File: src/rtl/mem_req_arbiter_pkg.sv
// Shared definitions for the instruction/data memory request arbiter.
package mem_req_arbiter_pkg;

  localparam logic       ReqInst  = 1'b0;
  localparam logic       ReqData  = 1'b1;
  localparam logic [1:0] SizeWord = 2'd2;

  typedef enum logic [1:0] {
    LockNone = 2'd0,
    LockInst = 2'd1,
    LockData = 2'd2
  } lock_e;

endpackage

File: src/rtl/mem_req_arbiter_tag_fifo.sv
// In-order FIFO of 1-bit requester tags for accepted-but-unanswered transactions.
module mem_req_arbiter_tag_fifo #(
  parameter int unsigned Depth = 4,
  localparam int unsigned PtrW = $clog2(Depth),
  localparam int unsigned CntW = PtrW + 1
) (
  input  logic            clk,
  input  logic            resetn,
  input  logic            push_i,
  input  logic            tag_i,
  input  logic            pop_i,
  output logic            tag_o,
  output logic            full_o,
  output logic [CntW-1:0] count_o
);

  logic [Depth-1:0] mem_q;
  logic [PtrW-1:0]  wr_ptr_q, wr_ptr_d;
  logic [PtrW-1:0]  rd_ptr_q, rd_ptr_d;
  logic [CntW-1:0]  count_q, count_d;
  logic             empty;
  logic             do_push;
  logic             do_pop;

  assign empty   = (count_q == '0);
  assign full_o  = (count_q == CntW'(Depth));
  assign count_o = count_q;
  assign tag_o   = mem_q[rd_ptr_q];

  // A full FIFO refuses a push even when a pop happens in the same cycle.
  assign do_push = push_i && !full_o;
  assign do_pop  = pop_i && !empty;

  always_comb begin
    wr_ptr_d = wr_ptr_q;
    rd_ptr_d = rd_ptr_q;
    count_d  = count_q + CntW'(do_push) - CntW'(do_pop);
    if (do_push) wr_ptr_d = wr_ptr_q + 1'b1;
    if (do_pop)  rd_ptr_d = rd_ptr_q + 1'b1;
  end

  always_ff @(posedge clk) begin
    if (!resetn) begin
      mem_q    <= '0;
      wr_ptr_q <= '0;
      rd_ptr_q <= '0;
      count_q  <= '0;
    end else begin
      if (do_push) mem_q[wr_ptr_q] <= tag_i;
      wr_ptr_q <= wr_ptr_d;
      rd_ptr_q <= rd_ptr_d;
      count_q  <= count_d;
    end
  end

endmodule

File: src/rtl/mem_req_arbiter.sv
// Shares one SRAM-like port between instruction fetch and data access, with in-order
// response steering, fetch starvation protection and a fetch-blocked cycle counter.
module mem_req_arbiter
  import mem_req_arbiter_pkg::*;
#(
  parameter int unsigned Outstanding = 4,
  parameter int unsigned StarveLimit = 8
) (
  input  logic        clk,
  input  logic        resetn,

  input  logic        inst_req_i,
  input  logic [31:0] inst_addr_i,
  output logic        inst_addr_ok_o,
  output logic        inst_data_ok_o,

  input  logic        data_req_i,
  input  logic        data_wr_i,
  input  logic [1:0]  data_size_i,
  input  logic [31:0] data_addr_i,
  input  logic [31:0] data_wdata_i,
  output logic        data_addr_ok_o,
  output logic        data_data_ok_o,

  output logic [31:0] rdata_o,

  output logic        m_req_o,
  output logic        m_wr_o,
  output logic [1:0]  m_size_o,
  output logic [31:0] m_addr_o,
  output logic [31:0] m_wdata_o,
  input  logic        m_addr_ok_i,
  input  logic        m_data_ok_i,
  input  logic [31:0] m_rdata_i,

  output logic        proto_err_o,
  output logic [31:0] perfcnt_inst_blocked_o
);

  localparam int unsigned StarveW = $clog2(StarveLimit + 1);
  localparam int unsigned CntW    = $clog2(Outstanding) + 1;

  lock_e               lock_q, lock_d;
  logic [StarveW-1:0]  starve_q, starve_d;
  logic [31:0]         perf_q, perf_d;
  logic                proto_q, proto_d;

  logic                gnt_inst;
  logic                gnt_data;
  logic                accept;
  logic                pop;
  logic                head_tag;
  logic                fifo_full;
  logic                fifo_empty;
  logic [CntW-1:0]     fifo_count;

  // Grant is combinational; an existing lock overrides the priority decision.
  always_comb begin
    gnt_inst = 1'b0;
    gnt_data = 1'b0;
    unique case (lock_q)
      LockInst: gnt_inst = inst_req_i;
      LockData: gnt_data = data_req_i;
      default: begin
        if (inst_req_i && (starve_q == StarveW'(StarveLimit))) begin
          gnt_inst = 1'b1;
        end else if (data_req_i) begin
          gnt_data = 1'b1;
        end else if (inst_req_i) begin
          gnt_inst = 1'b1;
        end
      end
    endcase
  end

  assign m_req_o   = resetn && (gnt_inst || gnt_data) && !fifo_full;
  assign m_wr_o    = gnt_data && data_wr_i;
  assign m_size_o  = gnt_inst ? SizeWord : data_size_i;
  assign m_addr_o  = gnt_inst ? inst_addr_i : data_addr_i;
  assign m_wdata_o = gnt_data ? data_wdata_i : '0;

  assign accept         = m_req_o && m_addr_ok_i;
  assign inst_addr_ok_o = accept && gnt_inst;
  assign data_addr_ok_o = accept && gnt_data;

  assign fifo_empty     = (fifo_count == '0);
  assign pop            = resetn && m_data_ok_i && !fifo_empty;
  assign inst_data_ok_o = pop && (head_tag == ReqInst);
  assign data_data_ok_o = pop && (head_tag == ReqData);
  assign rdata_o        = m_rdata_i;

  mem_req_arbiter_tag_fifo #(
    .Depth (Outstanding)
  ) u_tag_fifo (
    .clk     (clk),
    .resetn  (resetn),
    .push_i  (accept),
    .tag_i   (gnt_data ? ReqData : ReqInst),
    .pop_i   (pop),
    .tag_o   (head_tag),
    .full_o  (fifo_full),
    .count_o (fifo_count)
  );

  always_comb begin
    if (accept) begin
      lock_d = LockNone;
    end else if (gnt_inst) begin
      lock_d = LockInst;
    end else if (gnt_data) begin
      lock_d = LockData;
    end else begin
      lock_d = LockNone;
    end

    starve_d = starve_q;
    if (!inst_req_i || inst_addr_ok_o) begin
      starve_d = '0;
    end else if (data_addr_ok_o && (starve_q != StarveW'(StarveLimit))) begin
      starve_d = starve_q + 1'b1;
    end

    perf_d  = perf_q + 32'(inst_req_i && !(gnt_inst && m_req_o));
    proto_d = proto_q || (m_data_ok_i && fifo_empty);
  end

  always_ff @(posedge clk) begin
    if (!resetn) begin
      lock_q   <= LockNone;
      starve_q <= '0;
      perf_q   <= '0;
      proto_q  <= 1'b0;
    end else begin
      lock_q   <= lock_d;
      starve_q <= starve_d;
      perf_q   <= perf_d;
      proto_q  <= proto_d;
    end
  end

  assign proto_err_o            = proto_q;
  assign perfcnt_inst_blocked_o = perf_q;

endmodule
File: config.mk
export PLATFORM = sky130hd
export DESIGN_NAME = mem_req_arbiter
export DESIGN_NICKNAME = d
export VERILOG_FILES = /design/src/rtl/mem_req_arbiter_pkg.sv /design/src/rtl/mem_req_arbiter_tag_fifo.sv /design/src/rtl/mem_req_arbiter.sv
export SDC_FILE = /design/constraint.sdc
export NUM_CORES = 1
export LEC_CHECK = 0
export CAP_MARGIN = 20
export CORE_ASPECT_RATIO = 1.75
export CORE_MARGIN = 2
export CORE_UTILIZATION = 30
export DETAILED_ROUTE_END_ITERATION = 10
export PLACE_DENSITY = 0.83
export SYNTH_ARGS = -nofsm -noshare
export SYNTH_HDL_FRONTEND = slang
export SYNTH_SLANG_ARGS = --single-unit
File: constraint.sdc
create_clock -name clk -period 3.9 [get_ports clk]
set_input_delay 1.17 -clock clk [delete_from_list [all_inputs] [get_ports clk]]
set_output_delay 1.17 -clock clk [all_outputs]
set_load 0.02 [all_outputs]
==> results of run 1 <==
through the flow:
stage,instances,hold WS [ns]
CTS,713,0.468
global route,714,0.486
finish,714,0.464
global placement,700,0.444
detailed placement,700,0.459
floorplan,389,0.433
routing by layer:
metal	routed length, um	vias up
met5	12	-
met4	213	2
met3	1870	22
met2	6520	258
met1	5600	1617
li1	-	1639
synth_stat cells (6+ instances only):
library cell / number
mux2_2: 32
a21oi_1: 12
xnor2_1: 27
nand2_1: 21
clkbuf_1: 8
inv_1: 20
buf_4: 32
dfxtp_1: 50
ha_1: 12
nand3_1: 15
xor2_1: 7
buf_2: 6
and2_1: 39
nor2_1: 45
nor3_1: 14
flip-flops by register name, indices dropped and copies added, names as in the netlist:
name	count
u_tag_fifo.mem_q	4
u_tag_fifo.rd_ptr_q	2
starve_q	4
proto_err_o	1
u_tag_fifo.count_o	3
perfcnt_inst_blocked_o	32
u_tag_fifo.wr_ptr_q	2
lock_q	2
worst paths after layout:
path | from | to | slack [ns] | depth (start not counted)
setup / recovery | data_req_i | m_addr_o[1] | 0.05 | 7
hold / removal | u_tag_fifo.mem_q[3] | u_tag_fifo.mem_q[3] | 0.46 | 2
hold reg to reg | u_tag_fifo.mem_q[3] | u_tag_fifo.mem_q[3] | 0.46 | 2
setup reg to reg | lock_q[0] | perfcnt_inst_blocked_o[14] | 0.35 | 13
worst max-delay path: stages:
cell and delay (ns):
dlygate4sd2_1 0.25, nand2b_4 0.15, a21oi_4 0.14, a31o_4 0.15, buf_12 0.14, mux2_2 0.35, clkdlybuf4s15_1 0.34
kinds of logic (layout without fill, tap and decap cells):
kind of cell,count (synthesis),in the layout,share of synthesized area [%]
AO/OA/AOI/OAI,23,23,4.05
XOR/XNOR,34,34,9.00
adder cells (fa/ha/maj),13,13,5.14
buffers and inverters,69,264,12.4
flip-flops,50,50,30.2
multiplexers,34,34,11.9
AND/OR/NAND/NOR,166,166,27.3
what timing repair did:
action / in CTS / in global routing
gates cloned: 2 / 0
gates resized for setup: 144 / 30
pin swaps: 1 / 1
hold buffers: 0 / 0
buffers inserted: 3 / 1
endpoints found under the setup margin: 72 / 32
power groups by stage:
stage / Sequential (mW) / Clock (mW) / Combinational [mW]
after floorplan: 0.568 / 0 / 0.320
after global placement: 0.565 / 0 / 0.593
after detailed placement: 0.567 / 0 / 0.606
after CTS: 0.556 / 0.445 / 0.599
after global routing: 0.559 / 0.463 / 0.627
final: 0.556 / 0.439 / 0.585
layout make-up:
class / instances / area share [%]
sequential: 50 / 18.1
timing repair buffer: 236 / 39.7
tap: 130 / 2.95
clock inverter: 3 / 0.385
inverter: 20 / 1.36
clock buffer: 5 / 2.27
multi-input combinational: 270 / 35.2
==> impl_results.md, run 1 <==
- Diodes inserted: 0
- Global-route wire length before repair: 21,000 um
- Count of final hold-check violations: 0
- GR met2 Demand/Resource: 38.7%
- IO buf count: 209
- Worst slew pin tran: 0.521 ns
- Die width: 83.4 um
- Setup TNS: 0 ns
- Post-DP Area: 5410 sq um
- Layout Nets: 733
- Layout cell share with drive strength beyond 1: 20.0%
- Top cells by area, synth: dfxtp_1 (30%), mux2_2 (11%), and2_1 (7.4%), buf_4 (7.3%), xnor2_1 (7.1%)
- Multi-input logic area: 1940 sq um
- Clock transition at the registers of the reported paths: 0.07 ns
- NetSw: 0.504 mW
- Post-DRT Antenna Nets: 0
- Post-synth top area share: 30.2%
- Syn-to-layout area delta: 66.8%
- Min Tclk post-route: 3.85 ns
- Avg Cell Area, Syn: 8.51 sq um
- Startpoint Class: input port
- RSZ-0062 raised after global routing: false
- Critical Path Sink Type: output pin
- Post-Syn Instances: 389
- Vias in the first global route: 3,695
- Largest fanout on the critical path: 4
- Logic pwr share: 37.1%
- Pre-CTS WS: -0.527 ns
- Max cap viols: 0
- Most common cell after layout, fill and taps aside: clkdlybuf4s50_1
- DRC violations left: 0
- Top_reg_cell synth: dfxtp_1
- Fillers: 1,014
- Root buf cell: clkbuf_16
- Async S/R FF share, synth: 0%
- RD Place Congestion: 0.883
- CTS H-tree lvls: 2
- Row count: 50
- Setup CP Type: input port to output pin
- Starting Density: 30.9%
- Max Fclk: 260 MHz
- EDFF count, synth: 0
- Final Skew: 0.00904 ns
- Pwr Total: 1.58 mW
- FF+latch area: 1000 sq um
- GR peak layer: met2
- Total CTS buffers: 5
- Chip height: 143 um
- Clock power share: 27.8%
- Crit path arrival time: 2.68 ns
- CTS tree: done
- Status: complete, no violations
- FF+latch count, synth: 50
- Wire length per cell: 19.9 um
- Tcrit/Tclk final: 98.8%
- Total number of vias: 3,538
- Core area: 10,700 sq um
- Final Core Density: 51.6%
- Pin count of the biggest net entering global routing: 41
- Initial antenna violation count: 1
- Max Slew Vio Count: 0
- Area leader, netlist: dfxtp_1
- Post-synthesis sequential area ratio: 30.2%
- Power per cell area: 286 nW/um^2
- Post-DP HPWL: 11,900 um
- Req. time, crit path: 2.73 ns
- Grt met1 use: 29.6%
- Design Area, Final: 5520 sq um
- Final Setup Violations: 0
- Lkg Pwr: 2.27 nW
- Final wirelength: 14,200 um
- Synthesized cell area: 3310 sq um
- Initial DRC count: 208
- Most frequent cells in the layout: clkdlybuf4s50_1 (136), dfxtp_1 (50), nor2_1 (45), and2_1 (39), dlygate4sd2_1 (34)
- Via density: 4.96
- Max_slew headroom: 65.2%
- Grt ovf: 0
- Die ar.: 11,900 sq um
- Worst Hold Class: flip-flop to flip-flop
- Flop pwr share: 35.2%
- Met3 usage: 7.63%
- CTS Sinks: 50
- Int Pwr: 1.08 mW
- Post-synth cell types: 43
- Worst vdd ir: 232 uV
- Pre-Repair DR Iteration Count: 4
- Sw frac: 31.9%
- YS warnings: 0
- Deepest clock path buffer count: 2
- Syn Nets: 539
- Worst Setup Slack, final: 0.0482 ns
- Clk_lat worst skew: 0.30 ns
- # IOs: 274
- Gr usage total: 23.5%
Note: power is estimated with default switching activity, not from simulation.
==> run 2, diff against run 1 <==
--- a/config.mk
+++ b/config.mk
@@ -10,7 +10,7 @@
 export CORE_MARGIN = 2
 export CORE_UTILIZATION = 30
 export DETAILED_ROUTE_END_ITERATION = 10
-export PLACE_DENSITY = 0.83
+export PLACE_DENSITY_LB_ADDON = 0.25
 export SYNTH_ARGS = -nofsm -noshare
 export SYNTH_HDL_FRONTEND = slang
 export SYNTH_SLANG_ARGS = --single-unit
==> run 2 against run 1 <==
  * Fmax down 0.54%
  * Die area is the same
  * Clock skew up 0.0012 ns
  * Critical endpoint is now m_addr_o[17]
  * Largest power group unchanged
==> impl_results.md, run 2 (synthesis results as in run 1) <==
- Status: complete, no violations (unchanged)
- Req. time, crit path: 2.73 ns (about the same)
- Clk_lat worst skew: 0.30 ns (about the same)
- Tcrit/Tclk final: 99.3% (was 98.8%)
- Post-DP HPWL: 9880 um (was 11,900 um)
- CTS tree: done (unchanged)
- Final wirelength: 12,100 um (was 14,200 um)
- Lkg Pwr: 2.33 nW (was 2.27 nW)
- Initial DRC count: 131 (was 208)
- Critical Path Sink Type: output pin (unchanged)
- Core area: 10,700 sq um (unchanged)
- Most common cell after layout, fill and taps aside: clkdlybuf4s50_1 (unchanged)
- Row count: 50 (unchanged)
- Initial antenna violation count: 1 (unchanged)
- Starting Density: 30.9% (unchanged)
- R2r worst-path depth: 15 (was 13)
- Wire length per cell: 17.0 um (was 19.9 um)
- Gr usage total: 19.2% (was 23.5%)
- Root buf cell: clkbuf_16 (unchanged)
- Max cap viols: 0 (unchanged)
- Setup TNS: 0 ns (unchanged)
- Critical Path Source: data_req_i (unchanged)
- Final Skew: 0.0103 ns (was 0.00904 ns)
- RSZ-0062 raised after global routing: true (was false)
- # IOs: 274 (unchanged)
- Startpoint Class: input port (unchanged)
- Fillers: 1,027 (was 1,014)
- Vias in the first global route: 3,509 (was 3,695)
- Max Slew Vio Count: 0 (unchanged)
- Min Tclk post-route: 3.87 ns (was 3.85 ns)
- Worst Hold Class: flip-flop to flip-flop (unchanged)
- Diodes inserted: 0 (unchanged)
- Grt ovf: 0 (unchanged)
- Pin count of the biggest net entering global routing: 41 (unchanged)
- CTS Sinks: 50 (unchanged)
- Most frequent cells in the layout: clkdlybuf4s50_1 (136), dfxtp_1 (50), nor2_1 (45), and2_1 (39), mux2_2 (31) (was clkdlybuf4s50_1 (136), dfxtp_1 (50), nor2_1 (45), and2_1 (39), dlygate4sd2_1 (34))
- Reg-to-reg startpoint: lock_q[0] (unchanged)
- Largest fanout on the critical path: 11 (was 4)
- Setup CP Type: input port to output pin (unchanged)
- Global-route wire length before repair: 17,800 um (was 21,000 um)
- Largest register FFs: 32 (unchanged)
- Chip height: 143 um (unchanged)
- Total number of vias: 3,389 (was 3,538)
- Worst vdd ir: 222 uV (was 232 uV)
- Max Fclk: 258 MHz (was 260 MHz)
- Reg2Reg Setup Slack: 0.30 ns (was 0.35 ns)
- Total CTS buffers: 5 (unchanged)
- RD Place Congestion: 0.845 (was 0.883)
- Layout cell share with drive strength beyond 1: 21.4% (was 20.0%)
- Post-DP Area: 5410 sq um (about the same)
- Setup crit end: m_addr_o[17] (was m_addr_o[1])
- Die ar.: 11,900 sq um (unchanged)
- Crit path arrival time: 2.70 ns (was 2.68 ns)
- Clock transition at the registers of the reported paths: 0.07 ns (about the same)
- DRC violations left: 0 (unchanged)
- Syn-to-layout area delta: 68.2% (was 66.8%)
- Final Setup Violations: 0 (unchanged)
- CTS H-tree lvls: 2 (unchanged)
- Max_slew headroom: 61.3% (was 65.2%)
- Post-DRT Antenna Nets: 0 (unchanged)
- Pre-Repair DR Iteration Count: 4 (unchanged)
- Layout Nets: 733 (unchanged)
- Deepest clock path buffer count: 2 (unchanged)
- Power per cell area: 281 nW/um^2 (was 286 nW/um^2)
- Via density: 4.75 (was 4.96)
- Design Area, Final: 5570 sq um (was 5520 sq um)
- Worst slew pin tran: 0.579 ns (was 0.521 ns)
- Count of final hold-check violations: 0 (unchanged)
- IO buf count: 209 (unchanged)
- Worst r2r dst: perfcnt_inst_blocked_o[22] (was perfcnt_inst_blocked_o[14])
- Die width: 83.4 um (unchanged)
run 2: cell types whose count changed in the layout (fill, tap and decap cells not counted), moves of 3 or more:
cell            before  now
nor3_2               0    3
dlygate4sd2_1       34   28
buf_4               26   23
dlymetal6s2s_1       4   11
nor3_1              14   11
buf_2               27    1
a21oi_2              0    3
clkbuf_2             2   28
run 2: area by class of cell:
class                   count  area (sq um)  area share (%)
flip-flops and latches     50          1000            18.0
inverters                  20          75.1            1.35
multi-input cells         271          1990            35.7
clock buffers               5           125            2.25
well taps                 130           163            2.92
clock inverters             3          23.8           0.427
repair buffers            235          2190            39.4
run 2: critical path: stages:
cell and delay (ns):
dlygate4sd2_1 0.24, nand2b_4 0.13, a21oi_2 0.18, a31o_4 0.18, clkbuf_16 0.18, mux2_2 0.33, clkdlybuf4s15_1 0.29
run 2: worst min path at each step:
stage | startpoint | end | slack [ns] | cells after the start
after floorplan | u_tag_fifo.mem_q[2] | u_tag_fifo.mem_q[2] | 0.43 | 2
after global placement | u_tag_fifo.mem_q[3] | u_tag_fifo.mem_q[3] | 0.45 | 2
after detailed placement | u_tag_fifo.mem_q[2] | u_tag_fifo.mem_q[2] | 0.45 | 2
after CTS | u_tag_fifo.mem_q[2] | u_tag_fifo.mem_q[2] | 0.46 | 2
after global routing | u_tag_fifo.mem_q[2] | u_tag_fifo.mem_q[2] | 0.49 | 2
final | u_tag_fifo.mem_q[2] | u_tag_fifo.mem_q[2] | 0.46 | 2
run 2: stage by stage:
step / cells / hold WS (ns) / worst slack [ns] / util (%) / power, mW
6_report: 714 / 0.458 / 0.0274 / 52.0 / 1.56
5_1_grt: 714 / 0.491 / -0.0428 / 52.0 / 1.64
4_1_cts: 712 / 0.460 / 0.000254 / 52.1 / 1.58
3_5_place_dp: 700 / 0.451 / -0.442 / 50.6 / 1.16
3_3_place_gp: 700 / 0.446 / -0.410 / 50.6 / 1.15
2_1_floorplan: 389 / 0.433 / 0.166 / - / 0.889
run 2: report_power, final:
group | switching, mW | internal [mW]
registers | 0.0230 | 0.533
clock network | 0.205 | 0.240
logic | 0.263 | 0.300
total | 0.490 | 1.07
run 2: layer usage:
layer	wire length [um]	GRT usage, %
met1	4140	20.1
met2	6510	35.8
met3	1290	7.34
met4	163	4.92
met5	0	0
run 2: timing repair:
item                                    CTS  global route
resized for setup                        84            76
pin swaps                                 1             3
gates cloned                              1             2
setup buffers                             3             0
hold endpoints to repair                  0             0
hold buffers                              0             0
endpoints found under the setup margin   80            47
